==> config.mk <==
export PLATFORM = sky130hd
export DESIGN_NAME = adder_seq_ctrl
export DESIGN_NICKNAME = d
export VERILOG_FILES = /design/src/rtl/adder_seq_pkg.sv /design/src/rtl/adder_seq_ctrl.sv
export SDC_FILE = /design/constraint.sdc
export NUM_CORES = 1
export LEC_CHECK = 0
export ABC_CLOCK_PERIOD_IN_PS = 2400
export CORE_MARGIN = 4
export CORE_UTILIZATION = 48
export DETAILED_ROUTE_END_ITERATION = 16
export GPL_TIMING_DRIVEN = 0
export PLACE_DENSITY = 0.88
export SLEW_MARGIN = 20
export SYNTH_ARGS = -nofsm -noshare
export SYNTH_HDL_FRONTEND = slang
export SYNTH_SLANG_ARGS = --single-unit
==> constraint.sdc <==
create_clock -name clk -period 2.4 [get_ports clk]
set_input_delay 0.6 -clock clk [delete_from_list [all_inputs] [get_ports clk]]
set_output_delay 0.6 -clock clk [all_outputs]
set_load 0.02 [all_outputs]
==> src/rtl/adder_seq_pkg.sv <==
// rtl/adder_seq_pkg.sv - shared types and helpers for the byte-serial add/sub sequencer
package adder_seq_pkg;

  localparam int BYTE_W    = 8;
  localparam int MAX_BYTES = 16;
  localparam int MAX_W     = BYTE_W * MAX_BYTES;

  typedef enum logic [1:0] {
    IDLE = 2'd0,
    RUN  = 2'd1,
    DONE = 2'd2
  } state_e;

  // Callers zero-extend their operand to MAX_W so one helper serves every NBYTES.
  function automatic logic [BYTE_W-1:0] byte_sel(input logic [MAX_W-1:0] vec,
                                                 input logic [3:0]       idx);
    return vec[BYTE_W*idx +: BYTE_W];
  endfunction

endpackage

==> src/rtl/adder_seq_ctrl.sv <==
// rtl/adder_seq_ctrl.sv - drives an external 8-bit adder LSB-first for NBYTES-wide add/sub
// Optional zero/neg/ovf flag logic is built only when ADDER_SEQ_FLAGS_EN is defined.
module adder_seq_ctrl
  import adder_seq_pkg::*;
#(
  parameter int NBYTES = 4
) (
  input  logic                     clk,
  input  logic                     rst_n,
  input  logic                     start,
  input  logic                     op_sub,
  input  logic                     cin_in,
  input  logic [BYTE_W*NBYTES-1:0] opa,
  input  logic [BYTE_W*NBYTES-1:0] opb,
  output logic                     ready,
  output logic                     done,
  output logic [BYTE_W*NBYTES-1:0] result,
  output logic                     cout,
  output logic                     zero,
  output logic                     neg,
  output logic                     ovf,
  output logic [BYTE_W-1:0]        add_a,
  output logic [BYTE_W-1:0]        add_b,
  output logic                     add_cin,
  input  logic [BYTE_W-1:0]        add_sum,
  input  logic                     add_cout
);

  localparam int W     = BYTE_W * NBYTES;
  localparam int IDX_W = $clog2(NBYTES);
  localparam logic [IDX_W-1:0] LAST_IDX = IDX_W'(NBYTES - 1);

  state_e           state_q, state_d;
  logic [W-1:0]     a_q, a_d;
  logic [W-1:0]     b_q, b_d;
  logic [W-1:0]     result_q, result_d;
  logic [IDX_W-1:0] idx_q, idx_d;
  logic             carry_q, carry_d;
  logic             ready_q, ready_d;
  logic             done_q, done_d;
  logic             cout_q, cout_d;
`ifdef ADDER_SEQ_FLAGS_EN
  logic             nz_q, nz_d;
  logic             zero_q, zero_d;
  logic             neg_q, neg_d;
  logic             ovf_q, ovf_d;
`endif

  always_comb begin
    state_d  = state_q;
    a_d      = a_q;
    b_d      = b_q;
    result_d = result_q;
    idx_d    = idx_q;
    carry_d  = carry_q;
    cout_d   = cout_q;
    add_a    = '0;
    add_b    = '0;
    add_cin  = 1'b0;
`ifdef ADDER_SEQ_FLAGS_EN
    nz_d   = nz_q;
    zero_d = zero_q;
    neg_d  = neg_q;
    ovf_d  = ovf_q;
`endif
    case (state_q)
      IDLE: begin
        if (start && ready_q) begin
          a_d     = opa;
          b_d     = op_sub ? ~opb : opb;
          carry_d = op_sub | cin_in;
          idx_d   = '0;
          state_d = RUN;
`ifdef ADDER_SEQ_FLAGS_EN
          nz_d = 1'b0;
`endif
        end
      end
      RUN: begin
        add_a   = byte_sel(MAX_W'(a_q), 4'(idx_q));
        add_b   = byte_sel(MAX_W'(b_q), 4'(idx_q));
        add_cin = carry_q;
        for (int i = 0; i < NBYTES; i++) begin
          if (idx_q == IDX_W'(i)) result_d[BYTE_W*i +: BYTE_W] = add_sum;
        end
        carry_d = add_cout;
`ifdef ADDER_SEQ_FLAGS_EN
        nz_d = nz_q | (|add_sum);
`endif
        if (idx_q == LAST_IDX) begin
          state_d = DONE;
          cout_d  = add_cout;
`ifdef ADDER_SEQ_FLAGS_EN
          // Final byte carries the sign, so all three flags settle here.
          zero_d = ~(nz_q | (|add_sum));
          neg_d  = add_sum[BYTE_W-1];
          ovf_d  = (a_q[W-1] == b_q[W-1]) && (add_sum[BYTE_W-1] != a_q[W-1]);
`endif
        end else begin
          idx_d = idx_q + IDX_W'(1);
        end
      end
      DONE:    state_d = IDLE;
      default: state_d = IDLE;
    endcase
    ready_d = (state_d == IDLE);
    done_d  = (state_d == DONE);
  end

  always_ff @(posedge clk or negedge rst_n) begin
    if (!rst_n) begin
      state_q  <= IDLE;
      a_q      <= '0;
      b_q      <= '0;
      result_q <= '0;
      idx_q    <= '0;
      carry_q  <= 1'b0;
      ready_q  <= 1'b1;
      done_q   <= 1'b0;
      cout_q   <= 1'b0;
`ifdef ADDER_SEQ_FLAGS_EN
      nz_q   <= 1'b0;
      zero_q <= 1'b0;
      neg_q  <= 1'b0;
      ovf_q  <= 1'b0;
`endif
    end else begin
      state_q  <= state_d;
      a_q      <= a_d;
      b_q      <= b_d;
      result_q <= result_d;
      idx_q    <= idx_d;
      carry_q  <= carry_d;
      ready_q  <= ready_d;
      done_q   <= done_d;
      cout_q   <= cout_d;
`ifdef ADDER_SEQ_FLAGS_EN
      nz_q   <= nz_d;
      zero_q <= zero_d;
      neg_q  <= neg_d;
      ovf_q  <= ovf_d;
`endif
    end
  end

  assign ready  = ready_q;
  assign done   = done_q;
  assign result = result_q;
  assign cout   = cout_q;
`ifdef ADDER_SEQ_FLAGS_EN
  assign zero = zero_q;
  assign neg  = neg_q;
  assign ovf  = ovf_q;
`else
  assign zero = 1'b0;
  assign neg  = 1'b0;
  assign ovf  = 1'b0;
`endif

endmodule

; ---- After elaboration in Yosys (flattened, before gate mapping)
; Cells that the tools add are included.
[word_totals]
regBits = 104
input_bits = 78
output_inout_bits = 55
wordCells = 48
[op_classes]
n_addsub = 1
n_eq_ne = 7
n_shift = 2
mux = 12
bitwise = 2
reduce_logical = 12
[op_table]
columns = operator, n
row1 = $shiftx A128 B6 Y8, 2
row2 = $mux W32, 1
row3 = $not A32 Y32, 1
row4 = $mux W8, 2
row5 = $reduce_and A2 Y1, 6
row6 = $mux W2, 4
row7 = $pmux W2 S2, 2
row8 = $eq A2 B2 Y1 const B, 3
row9 = $logic_not A2 Y1, 3
row10 = $eq A2 B1 Y1 const B, 2
row11 = $ne A2 B2 Y1 const B, 2
row12 = $reduce_and A3 Y1, 1
row13 = $add A2 B1 Y2 const B, 1
row14 = $mux W1, 2
row15 = $pmux W1 S2, 1
row16 = $reduce_bool A2 Y1, 1
row17 = $logic_and A1 B1 Y1, 1
row18 = $or A1 B1 Y1, 1

; ---- Logic depth before layout (Yosys ltp)
[depth]
word_depth = 4
mapped_depth = 6

; ---- Least setup slack after synthesis
; Ideal clock, no wire load.
[synth_path]
kind = reg-to-output
start = register idx_q[0]
end = output port add_b[0]
arrival_ps = 1361
required_ps = 1800
setup_slack_ps = 439
path_stages_with_launch = 5
n_path_buf = 2
path_cell_list = dfrtp_1 > buf_6 > buf_12 > mux4_2 > and2_1
[synth_between]
elab_chain_len = 2
[synth_lines]
columns = element, line_no
row1 = "start, declared", adder_seq_ctrl.sv:37  ; logic [IDX_W-1:0] idx_q, idx_d;
row2 = "start signal, assigned", adder_seq_ctrl.sv:132  ; idx_q <= idx_d;
row3 = $shiftx A128 B6 Y8, adder_seq_pkg.sv:17  ; return vec[BYTE_W*idx +: BYTE_W];
row4 = $mux W8, adder_seq_ctrl.sv:66  ; case (state_q)
row5 = "end, declared", adder_seq_ctrl.sv:23  ; output logic [BYTE_W-1:0] add_b,
; No other way between the ends.

; ---- Worst setup path in the final report
[layout_path]
start = register idx_q[0]
end = output port add_b[4]
; Same word-level chain as after synthesis.

==> flow_metrics.env <==
export IMPL_status="finished with violations"
export IMPL_violations="negative setup slack"
export IMPL_fp_row_count=36
export IMPL_hold_class="in2async"
export IMPL_fin_crit_ns=2.48
export IMPL_gr_usage_met1=0.255
export IMPL_dpl_hpwl_mm=8.42
export IMPL_core_area_um2=9730
export IMPL_synth_warnings=0
export IMPL_rsz0062_at_grt="yes"
export IMPL_diodes=0
export IMPL_pin_count=133
export IMPL_io_buffers=128
export IMPL_criticalPathCategory="reg2out"
export IMPL_cts_buffers=9
export IMPL_post_route_period_util=1.03
export IMPL_seq_area_frac_synth=0.547
export IMPL_pre_cts_ws_ns=-0.339
export IMPL_drc_errors=0
export IMPL_clock_path_buffers=2
export IMPL_final_setup_tns_ns=-0.326
export IMPL_path_cells="buf_6 -> buf_12 -> buf_12 -> mux4_2 -> and2_4 -> buf_6"
export IMPL_synth_area_per_cell_um2=13.6
export IMPL_dieArea_um2=11600
export IMPL_power_density_nw_per_um2=1380
export IMPL_die_width_um=108
export IMPL_root_buffer="clkbuf_8"
export IMPL_routed_via_count=3328
export IMPL_max_cap_violations=0
export IMPL_synthCells=351
export IMPL_worstPathMaxFanout=5
export IMPL_grt_busiest_layer="met2"
export IMPL_vdd_ir_drop_max_v=0.000768
export IMPL_tritoncts="built"
export IMPL_slowest_delay_ns=0.49
export IMPL_grtUsageMet3=0.0630
export IMPL_leakagePower_nw=2.77
export IMPL_hold_viol=0
export IMPL_drt_pass1_iter_count=7
export IMPL_arrival_ns=1.88
export IMPL_grtUsageTotal=0.211
export IMPL_maxSlewViolCount=0
export IMPL_timing_final_ws_setup_ns=-0.0785
export IMPL_wire_per_inst_um=18.6
export IMPL_layout_commonest_cell="clkdlybuf4s50_1"
export IMPL_grt_util_met2=0.364
export IMPL_drtAntennaViolNets=0
export IMPL_start_util=0.489
export IMPL_synthArstFlopShare=1.00
export IMPL_synth_cell_types=27
export IMPL_fin_skew_ns=0.0169
export IMPL_dieHeight_um=108
export IMPL_routed_via_density=5.20
export IMPL_syn_area_um2=4760
export IMPL_cp_end_kind="output port"
export IMPL_setup_viol=6
export IMPL_globalRouteOverflowTotal=0
export IMPL_cp_required_ns=1.80
export IMPL_grt_pass1_wl_mm=18.7
export IMPL_clkSlewWorstSetupHoldPaths_ns=0.10
export IMPL_cts_hold_buffers=0
export IMPL_syn2layout_area_growth_pct=38.7
export IMPL_synth_ff_type="dfrtp_1"
export IMPL_critical_path_slowest_cell="mux4_2"
export IMPL_grt_max_degree=61
export IMPL_drt_iter0_drc=69
export IMPL_max_freq_mhz=403
export IMPL_antenna_found_initial=0
export IMPL_layout_common_cells="110 x clkdlybuf4s50_1, 103 x dfrtp_1, 66 x mux2_2"
export IMPL_grt_pass1_vias=3655
export IMPL_clk_latency_ns=0.38
export IMPL_layout_nets=584
export IMPL_drt_total_wl_mm=11.9
export IMPL_synth_edff_count=0
export IMPL_worst_setup_path_start_kind="flip-flop"
export IMPL_place_gp_congestion=0.851
export IMPL_ys_seq_elements=104
export IMPL_h_tree_depth=3
export IMPL_drive_above_1_share=0.333
export IMPL_cts_sinks=104
through the flow:
step                instance area [µm²]  hold slack [ns]  cells  total power [mW]   util
detailed placement                 6240            0.487    615              7.55  0.642
global route                       6600            0.153    640              9.60  0.678
floorplan                          4770            0.304    353              5.76      -
CTS                                6580            0.143    639              9.07  0.676
global placement                   6220            0.482    614              7.34  0.639
finish                             6600            0.137    640              9.08  0.678
sequential cells by signal, summed over array words and instances (netlist names):
register and flops:
a_q 32, b_q 32, carry_q 1, cout 1
done 1, idx_q 2, ready 1, result 32
state_q 2
cell type report:
cell class / count / area, µm²
flip-flops and latches: 104 / 2600
inverters: 5 / 18.8
clock buffers: 10 / 138
fillers: 703 / 3130
multi-input cells: 218 / 1970
repair buffers: 139 / 1460
well taps: 133 / 166
plain buffers: 25 / 198
clock inverters: 6 / 50.0
power breakdown:
group,total [mW],internal [mW],switching (mW),leakage [nW]
Sequential,3.11,2.64,0.466,1.20
Combinational,4.92,2.78,2.14,1.47
Clock,1.05,0.421,0.630,0.0952
repair_timing:
item,in CTS,in global routing
gates resized for setup,115,8
buffers inserted,8,4
endpoints found under the hold margin,0,0
gates cloned,1,0
setup endpoints to repair,17,16
pin swaps,13,0
cell usage after synthesis (2+ instances only):
master | n | share of area
mux4_1 | 8 | 0.044
nor2_1 | 33 | 0.026
buf_6 | 5 | 0.012
and2_1 | 17 | 0.022
ha_1 | 4 | 0.011
inv_1 | 5 | 0.0039
buf_4 | 5 | 0.0079
nand2_1 | 2 | 0.0016
dfrtp_1 | 103 | 0.54
mux4_2 | 8 | 0.038
xnor2_1 | 32 | 0.059
buf_2 | 14 | 0.015
a21oi_1 | 33 | 0.035
nor2b_1 | 2 | 0.0026
mux2_2 | 66 | 0.16
nand2_2 | 3 | 0.0039
layer usage:
layer / vias up / wire, µm
met2: 119 / 6200
met3: 25 / 835
met4: 0 / 289
met1: 1683 / 4550
met5: - / 0
li1: 1501 / -
worst max-delay path, delay by kind of cell, from the launching register on:
family                 cells  cell delay (ns)
buffers and inverters      4             0.50
multiplexers               1             0.49
flip-flops                 1             0.37
AND/OR/NAND/NOR            1             0.15
final timing paths:
kind	start	endpoint	slack, ns	cells past startpoint
setup / recovery	idx_q[0]	add_b[4]	-0.08	6
min in group clk	a_q[13]	a_q[13]	0.51	1
max in group asynchronous	rst_n	ready	1.59	2
hold reg to reg	a_q[13]	a_q[13]	0.51	1
setup reg to reg	idx_q[0]	result[0]	0.49	9
hold / removal	rst_n	a_q[4]	0.14	1
cells by family after synthesis:
logic type | count (synthesis) | share of synthesized area
flip-flops | 104 | 0.547
XOR/XNOR | 32 | 0.0589
adder cells (fa/ha/maj) | 4 | 0.0105
AND/OR/NAND/NOR | 61 | 0.0631
AO/OA/AOI/OAI | 36 | 0.0384
multiplexers | 82 | 0.238
buffers and inverters | 31 | 0.0434
other | 1 | 0.000788
Note: power is estimated with default switching activity, not from simulation.
